**src/rtl/lcd_pkg.sv**
```systemverilog
// Shared HD44780 command set, top-level state enum and timing/format helpers
// for the character-LCD frame writer.
package lcd_pkg;

  localparam logic [7:0] CMD_WAKE  = 8'h30;
  localparam logic [7:0] FUNC_8B2L = 8'h38;
  localparam logic [7:0] DISP_OFF  = 8'h08;
  localparam logic [7:0] CLEAR     = 8'h01;
  localparam logic [7:0] HOME      = 8'h02;
  localparam logic [7:0] ENTRY_INC = 8'h06;
  localparam logic [7:0] DISP_ON   = 8'h0C;
  localparam logic [7:0] LINE1     = 8'h80;
  localparam logic [7:0] LINE2     = 8'hC0;
  localparam logic [7:0] CH_SPACE  = 8'h20;

  localparam int INIT_LEN   = 8;
  localparam int LINE_CHARS = 16;
  // set-address command plus 16 characters, for each of the two lines
  localparam int FRAME_LEN  = 2 * (LINE_CHARS + 1);

  typedef enum logic [1:0] {S_PWR_WAIT, S_INIT, S_READY, S_DRAW} lcd_state_t;

  function automatic logic [7:0] nibble_to_hex_ascii(input logic [3:0] nib);
    if (nib < 4'd10) return 8'h30 + {4'h0, nib};
    return 8'h37 + {4'h0, nib};
  endfunction

  function automatic logic [7:0] init_cmd(input logic [2:0] idx);
    case (idx)
      3'd0, 3'd1, 3'd2: return CMD_WAKE;
      3'd3:             return FUNC_8B2L;
      3'd4:             return DISP_OFF;
      3'd5:             return CLEAR;
      3'd6:             return ENTRY_INC;
      default:          return DISP_ON;
    endcase
  endfunction

  // Rounds up so a wait is never shorter than asked for; never returns 0.
  function automatic int us_to_cycles(input longint clk_hz, input longint us);
    longint c;
    c = (clk_hz * us + 64'd999_999) / 64'd1_000_000;
    return (c < 1) ? 1 : int'(c);
  endfunction

endpackage

```
**src/rtl/lcd_write_strobe.sv**
```systemverilog
// One HD44780 bus write: setup with EN low, EN pulse, then the post-write
// wait (long for clear/home). Pulses ack when the controller is ready again.
module lcd_write_strobe
  import lcd_pkg::*;
#(
  parameter int CLK_HZ    = 50_000_000,
  parameter int CMD_US    = 50,
  parameter int CLR_US    = 2000,
  parameter int EN_CYC    = 50,
  parameter int SETUP_CYC = 2
) (
  input  logic       clk,
  input  logic       rst,
  input  logic       req,
  input  logic       rs,
  input  logic [7:0] data,
  input  logic       long_wait,
  output logic       ack,
  output logic [7:0] lcd_data,
  output logic       lcd_rs,
  output logic       lcd_en
);

  localparam int CMD_CYC = us_to_cycles(CLK_HZ, CMD_US);
  localparam int CLR_CYC = us_to_cycles(CLK_HZ, CLR_US);
  localparam int MAX_W   = (CLR_CYC > CMD_CYC) ? CLR_CYC : CMD_CYC;
  localparam int MAX_E   = (EN_CYC > SETUP_CYC) ? EN_CYC : SETUP_CYC;
  localparam int MAX_CYC = (MAX_W > MAX_E) ? MAX_W : MAX_E;
  localparam int CW      = $clog2(MAX_CYC + 1);

  typedef enum logic [1:0] {W_IDLE, W_SETUP, W_EN, W_WAIT} wphase_t;

  wphase_t       r_ph;
  logic [CW-1:0] r_cnt;
  logic          r_long;
  logic [7:0]    r_data;
  logic          r_rs;
  logic          r_en;
  logic          r_ack;

  // DATA/RS are latched once per write and held until the next request,
  // so they stay stable through setup, the EN pulse and the wait.
  always_ff @(posedge clk) begin
    if (rst) begin
      r_ph   <= W_IDLE;
      r_cnt  <= '0;
      r_long <= 1'b0;
      r_data <= 8'h00;
      r_rs   <= 1'b0;
      r_en   <= 1'b0;
      r_ack  <= 1'b0;
    end else begin
      r_ack <= 1'b0;
      case (r_ph)
        W_IDLE: if (req) begin
          r_data <= data;
          r_rs   <= rs;
          r_long <= long_wait;
          r_cnt  <= CW'(SETUP_CYC - 1);
          r_ph   <= W_SETUP;
        end
        W_SETUP: if (r_cnt == '0) begin
          r_en  <= 1'b1;
          r_cnt <= CW'(EN_CYC - 1);
          r_ph  <= W_EN;
        end else r_cnt <= r_cnt - 1'b1;
        W_EN: if (r_cnt == '0) begin
          r_en  <= 1'b0;
          r_cnt <= r_long ? CW'(CLR_CYC - 1) : CW'(CMD_CYC - 1);
          r_ph  <= W_WAIT;
        end else r_cnt <= r_cnt - 1'b1;
        W_WAIT: if (r_cnt == '0) begin
          r_ack <= 1'b1;
          r_ph  <= W_IDLE;
        end else r_cnt <= r_cnt - 1'b1;
        default: r_ph <= W_IDLE;
      endcase
    end
  end

  assign ack      = r_ack;
  assign lcd_data = r_data;
  assign lcd_rs   = r_rs;
  assign lcd_en   = r_en;

endmodule

```
**src/rtl/lcd_frame_writer.sv**
```systemverilog
// HD44780 init + two-line "a=XX n=XX" / "res=XXXX" frame writer with busy/done.
// Optional LCD_AUTO_REFRESH_EN: redraw by itself when live inputs differ from the snapshot.
module lcd_frame_writer
  import lcd_pkg::*;
#(
  parameter int CLK_HZ    = 50_000_000,
  parameter int A_W       = 8,
  parameter int N_W       = 8,
  parameter int R_W       = 16,
  parameter int PWR_US    = 15000,
  parameter int CMD_US    = 50,
  parameter int CLR_US    = 2000,
  parameter int EN_CYC    = 50,
  parameter int SETUP_CYC = 2
) (
  input  logic           clk,
  input  logic           rst,
  input  logic           start,
  input  logic [A_W-1:0] a_in,
  input  logic [N_W-1:0] n_in,
  input  logic [R_W-1:0] res_in,
  output logic           busy,
  output logic           done,
  output logic [7:0]     LCD_DATA,
  output logic           LCD_EN,
  output logic           LCD_RS,
  output logic           LCD_RW,
  output logic           LCD_ON,
  output logic           LCD_BLON
);

  localparam int DA = (A_W + 3) / 4;
  localparam int DN = (N_W + 3) / 4;
  localparam int DR = (R_W + 3) / 4;
  localparam int AP = 4 * DA;
  localparam int NP = 4 * DN;
  localparam int RP = 4 * DR;
  localparam int PWR_CYC = us_to_cycles(CLK_HZ, PWR_US);
  localparam int PW      = $clog2(PWR_CYC + 1);

  if (5 + DA + DN > LINE_CHARS || 4 + DR > LINE_CHARS) begin : g_fit_check
    $error("lcd_frame_writer: operand fields do not fit a 16-column line");
  end

  lcd_state_t    r_state;
  logic [PW-1:0] r_cnt;
  logic [5:0]    r_step;
  logic          r_req;
  logic          r_wait;
  logic          r_pend;
  logic          r_busy;
  logic          r_done;
  logic [AP-1:0] r_a;
  logic [NP-1:0] r_n;
  logic [RP-1:0] r_r;
  logic [7:0]    r_wdata;
  logic          r_wrs;
  logic          r_wlong;

  logic          w_ack;
  logic          w_auto;
  logic [7:0]    w_byte;
  logic          w_rs;
  logic          w_long;
  logic [5:0]    w_last;
  int            s;
  int            col;

`ifdef LCD_AUTO_REFRESH_EN
  assign w_auto = (AP'(a_in) != r_a) || (NP'(n_in) != r_n) || (RP'(res_in) != r_r);
`else
  assign w_auto = 1'b0;
`endif

  // Byte for the current step: an init command, or a frame position.
  always_comb begin
    w_byte = CH_SPACE;
    w_rs   = 1'b1;
    s      = int'(r_step);
    col    = 0;
    if (r_state == S_INIT) begin
      w_byte = init_cmd(r_step[2:0]);
      w_rs   = 1'b0;
    end else if (s == 0) begin
      w_byte = LINE1;
      w_rs   = 1'b0;
    end else if (s == LINE_CHARS + 1) begin
      w_byte = LINE2;
      w_rs   = 1'b0;
    end else if (s <= LINE_CHARS) begin
      col = s - 1;
      if (col == 0)                w_byte = "a";
      else if (col == 1)           w_byte = "=";
      else if (col < 2 + DA)       w_byte = nibble_to_hex_ascii(4'(r_a >> (4 * (DA + 1 - col))));
      else if (col == 2 + DA)      w_byte = " ";
      else if (col == 3 + DA)      w_byte = "n";
      else if (col == 4 + DA)      w_byte = "=";
      else if (col < 5 + DA + DN)  w_byte = nibble_to_hex_ascii(4'(r_n >> (4 * (DN + DA + 4 - col))));
    end else begin
      col = s - (LINE_CHARS + 2);
      if (col == 0)                w_byte = "r";
      else if (col == 1)           w_byte = "e";
      else if (col == 2)           w_byte = "s";
      else if (col == 3)           w_byte = "=";
      else if (col < 4 + DR)       w_byte = nibble_to_hex_ascii(4'(r_r >> (4 * (DR + 3 - col))));
    end
  end

  assign w_long = !w_rs && (w_byte == CLEAR || w_byte == HOME);
  assign w_last = (r_state == S_INIT) ? 6'(INIT_LEN - 1) : 6'(FRAME_LEN - 1);

  always_ff @(posedge clk) begin
    if (rst) begin
      r_state <= S_PWR_WAIT;
      r_cnt   <= '0;
      r_step  <= '0;
      r_req   <= 1'b0;
      r_wait  <= 1'b0;
      r_pend  <= 1'b0;
      r_busy  <= 1'b1;
      r_done  <= 1'b0;
      r_a     <= '0;
      r_n     <= '0;
      r_r     <= '0;
      r_wdata <= 8'h00;
      r_wrs   <= 1'b0;
      r_wlong <= 1'b0;
    end else begin
      r_req  <= 1'b0;
      r_done <= 1'b0;
      // requests outside READY collapse into one pending redraw
      if (start && r_state != S_READY) r_pend <= 1'b1;
      case (r_state)
        S_PWR_WAIT: begin
          if (r_cnt == PW'(PWR_CYC - 1)) begin
            r_state <= S_INIT;
            r_step  <= '0;
            r_wait  <= 1'b0;
          end else r_cnt <= r_cnt + 1'b1;
        end
        S_INIT, S_DRAW: begin
          if (!r_wait) begin
            r_req   <= 1'b1;
            r_wait  <= 1'b1;
            r_wdata <= w_byte;
            r_wrs   <= w_rs;
            r_wlong <= w_long;
          end else if (w_ack) begin
            r_wait <= 1'b0;
            if (r_step == w_last) begin
              r_step  <= '0;
              r_state <= S_READY;
              r_busy  <= 1'b0;
              r_done  <= (r_state == S_DRAW);
            end else r_step <= r_step + 1'b1;
          end
        end
        S_READY: begin
          if (start || r_pend || w_auto) begin
            r_a     <= AP'(a_in);
            r_n     <= NP'(n_in);
            r_r     <= RP'(res_in);
            r_pend  <= 1'b0;
            r_busy  <= 1'b1;
            r_step  <= '0;
            r_wait  <= 1'b0;
            r_state <= S_DRAW;
          end
        end
        default: r_state <= S_PWR_WAIT;
      endcase
    end
  end

  lcd_write_strobe #(
    .CLK_HZ   (CLK_HZ),
    .CMD_US   (CMD_US),
    .CLR_US   (CLR_US),
    .EN_CYC   (EN_CYC),
    .SETUP_CYC(SETUP_CYC)
  ) u_strobe (
    .clk      (clk),
    .rst      (rst),
    .req      (r_req),
    .rs       (r_wrs),
    .data     (r_wdata),
    .long_wait(r_wlong),
    .ack      (w_ack),
    .lcd_data (LCD_DATA),
    .lcd_rs   (LCD_RS),
    .lcd_en   (LCD_EN)
  );

  assign busy     = r_busy;
  assign done     = r_done;
  assign LCD_RW   = 1'b0;
  assign LCD_ON   = 1'b1;
  assign LCD_BLON = 1'b1;

endmodule

```
**config.mk**
```make
export PLATFORM = sky130hd
export DESIGN_NAME = lcd_frame_writer
export DESIGN_NICKNAME = d
export VERILOG_FILES = /design/src/rtl/lcd_pkg.sv /design/src/rtl/lcd_write_strobe.sv /design/src/rtl/lcd_frame_writer.sv
export SDC_FILE = /design/constraint.sdc
export NUM_CORES = 1
export LEC_CHECK = 0
export ABC_AREA = 1
export CAP_MARGIN = 20
export CORE_MARGIN = 2
export CORE_UTILIZATION = 25
export DETAILED_ROUTE_END_ITERATION = 10
export SKIP_LAST_GASP = 1
export SLEW_MARGIN = 40
export SYNTH_ARGS = -nofsm -noshare
export SYNTH_HDL_FRONTEND = slang
export SYNTH_HIERARCHICAL = 1
export SYNTH_SLANG_ARGS = --single-unit
```
**constraint.sdc**
```tcl
create_clock -name clk -period 5.75 [get_ports clk]
set_input_delay 1.4375 -clock clk [delete_from_list [all_inputs] [get_ports clk]]
set_output_delay 1.4375 -clock clk [all_outputs]
set_load 0.05 [all_outputs]
```
==> summary.md <==
| Metric | Value |
|---|---|
| Placer congestion estimate | `0.851` |
| Final TNS setup | `0 ns` |
| Worst slew margin | `0.589` |
| Die area | `26,700 sq um` |
| Pwr/cell area | `281 nW/um^2` |
| CTS Hold Bufs | `0` |
| TritonCTS clock tree | `yes` |
| RSZ-0062 raised after global routing | `false` |
| Width of the chip | `163 um` |
| Root buffer cell | `clkbuf_16` |
| Worst setup SP type | `flip-flop` |
| Yosys top cell area share | `0.334` |
| Worst Reg-to-Reg Cells | `19` |
| CP Data Required Time | `6.05 ns` |
| Via density per instance | `4.49` |
| Htree depth | `3` |
| Yosys reg bits | `106` |
| Status | `finished clean` |
| Setup Skew | `0.00974 ns` |
| TritonCTS Buffers | `9` |
| HP Class | `reg -> reg` |
| Ys async rst share | `0` |
| Core Region | `25,000 sq um` |
| Worst-margin pin slew | `0.616 ns` |
| # rows | `58` |
| Aggregate global routing overflow | `0` |
| CTS Sinks | `106` |
| Slew Limit Fails | `0` |
| Initial antenna violation count | `0` |
| Worst hold start | `r_a[6]$_SDFFE_PP0P_` |
| Postcts setup bufs | `0` |
| CTS Buffer Depth | `2` |
| RR Startpoint | `r_step[1]$_SDFFE_PP0P_` |
| Fillers | `2,779` |
| Commonest cells after routing, fill and taps aside | `nor2_1, nand2_1, dfxtp_1` |
| Vias in the first global route | `5,649` |
| Leak | `3.25 nW` |
| DRC viols | `0` |
| Cells after synthesis | `986` |
| Inserted Diodes | `0` |
| First-pass DRT Iterations | `5` |
| Worst vdd ir | `0.172 mV` |
| CP arrival | `3.73 ns` |
| Total GRT Usage | `0.122` |
| Setup violations, final | `0` |
| Mean Syn Cell Area | `6.45 sq um` |
| Hold Path Depth | `2` |
| Post-DP HPWL | `11.6 mm` |
| WL/cell | `11.7 um` |
| CP max FO | `13` |
| Number of nets with antenna violations after routing | `0` |
| Mapped Area | `6350 sq um` |
| Fmax | `291 MHz` |
| Clk Latency, worst-skew pair | `0.36 ns` |
| IO buf count | `46` |
| Maxcap violations | `0` |
| Hold Vio Cnt, Final | `0` |
| Top cells by area, synth | `dfxtp_1, nor2_1, nand2_1` |
| Starting DRC count in detailed routing | `360` |
| Area Overhead vs Synth | `16.9%` |
| Critical Path End Type | `flip-flop` |
| Vias | `6,090` |
| Final Cycle Share | `0.597` |
| Placed Cells | `1,340` |
| Most used DFF post-synth | `dfxtp_1` |
| IO Pins | `50` |
| Hold EP | `r_a[6]$_SDFFE_PP0P_` |
| Largest net degree at the start of global routing | `51` |
| Initial Util | `0.254` |
| Overall die height | `163 um` |
| Layout cell share with drive strength beyond 1 | `0.0644` |
| Worst flop-to-flop path endpoint | `r_wdata[2]$_SDFFE_PP0P_` |
| Setup Crit Path Kind | `reg -> reg` |
| Synth warnings | `6` |
| Period minus WS final | `3.43 ns` |
| Top cell type by total area after synthesis | `dfxtp_1` |
| Post-Layout Cell Count | `1,355` |
| Post-layout power | `0.00209 W` |
| Register area share after synthesis | `0.334` |
| # resized after CTS | `0` |
| Routed WL | `15.9 mm` |
| Clock-pin slew on the worst setup and hold paths | `0.07 ns` |
| First-pass GRT wire length | `26.7 mm` |
| Nets | `1,078` |
| R2r setup slk | `2.32 ns` |
| Number of flops mapped to enable cells by yosys | `0` |
| Count of different cell masters after synthesis | `44` |
| Commonest non-fill, non-tap cell in the layout | `nor2_1` |
==> synth_stat cells, types with 2 or more instances <==
| cell type | count |
|---|---|
| a21oi_1 | 49 |
| a31oi_1 | 3 |
| buf_2 | 5 |
| buf_4 | 4 |
| buf_6 | 3 |
| clkbuf_1 | 17 |
| clkinv_1 | 2 |
| conb_1 | 2 |
| dfxtp_1 | 106 |
| ha_1 | 22 |
| inv_1 | 99 |
| inv_2 | 6 |
| nand2_1 | 200 |
| nand2_2 | 8 |
| nand3_1 | 55 |
| nand3_2 | 4 |
| nand4_1 | 16 |
| nor2_1 | 207 |
| nor2_2 | 5 |
| nor2_4 | 10 |
| nor3_1 | 17 |
| nor3b_1 | 6 |
| nor4_1 | 2 |
| nor4_2 | 2 |
| o211ai_1 | 7 |
| o21ai_0 | 88 |
| o21ai_1 | 5 |
| o22ai_1 | 3 |
| o31ai_1 | 2 |
| or2_2 | 3 |
| xnor2_1 | 3 |
| xor2_1 | 13 |
==> cells by family (layout without fill, tap and decap cells) <==
group	count (synthesis)	after routing	synth area share
AO/OA/AOI/OAI	164	164	0.138
adder cells (fa/ha/maj)	22	22	0.0433
other	2	3	0.00118
XOR/XNOR	16	16	0.0221
AND/OR/NAND/NOR	540	540	0.374
buffers and inverters	136	174	0.0872
flip-flops	106	106	0.334
==> worst max-delay path, stage by stage, from the launching register on <==
cell,delay [ns]
dfxtp_1,0.61
inv_2,0.24
ha_1,0.31
ha_1,0.38
inv_1,0.08
nor2_2,0.13
nand2_2,0.10
nor2_4,0.17
o211ai_1,0.17
ha_1,0.25
nor3b_1,0.15
o21ai_0,0.16
a31oi_1,0.06
nand2_1,0.09
nand2_1,0.07
nand2_1,0.09
nand3_2,0.08
nand3_1,0.08
o211ai_1,0.09
inv_1,0.07
==> layer usage <==
layer / GRT usage / up-vias / part of all wire
met2: 0.191 / 140 / 0.42
met5: 0 / - / 0
li1: - / 3237 / -
met3: 0.0325 / 16 / 0.046
met1: 0.170 / 2697 / 0.52
met4: 0.0249 / 0 / 0.010
==> how the worst max path moves through the flow <==
stage                           start                 endpoint  slack (ns)  cells past startpoint
6_report       r_step[1]$_SDFFE_PP0P_  r_wdata[2]$_SDFFE_PP0P_        2.32                     19
5_1_grt        r_step[1]$_SDFFE_PP0P_  r_wdata[2]$_SDFFE_PP0P_        2.00                     19
4_1_cts        r_step[1]$_SDFFE_PP0P_  r_wdata[2]$_SDFFE_PP0P_        2.32                     19
3_5_place_dp   r_step[1]$_SDFFE_PP0P_     r_wlong$_SDFFE_PP0P_        2.34                     18
3_3_place_gp                    start      r_a[6]$_SDFFE_PP0P_        1.85                      7
2_1_floorplan  r_step[0]$_SDFFE_PP0P_     r_wlong$_SDFFE_PP0P_        2.80                     19
==> cell type report <==
type	count	area, sq um	area share
multi-input combinational	745	3680	0.496
sequential	106	2120	0.286
timing repair buffer	52	505	0.0681
tap	330	413	0.0556
inverter	107	403	0.0543
clock buffer	10	239	0.0322
clock inverter	5	61.3	0.00826
==> flip-flops by register name, summed over array words and instances, names as in the netlist, 6 cells and up <==
name	cells
u_strobe/lcd_data	8
r_r	16
r_n	8
u_strobe/r_cnt	17
r_cnt	20
r_wdata	8
r_a	8
r_step	6
==> through the flow <==
stage / hold WS (ns) / instance area [sq um] / util / setup slack [ns]
CTS: 0.464 / 7430 / 0.297 / 2.32
global route: 0.504 / 7430 / 0.297 / 2.00
detailed placement: 0.454 / 7130 / 0.285 / 2.34
finish: 0.458 / 7430 / 0.297 / 2.32
global placement: 0.445 / 7120 / 0.285 / 1.85
floorplan: 0.430 / 6360 / - / 2.80
==> where the power goes <==
part	switching [W]	internal (W)	total (W)
Clock	0.000287	0.000351	0.000637
Sequential	0.0000295	0.000761	0.000790
Combinational	0.000434	0.000228	0.000662
(Power assumes the default switching activity.)
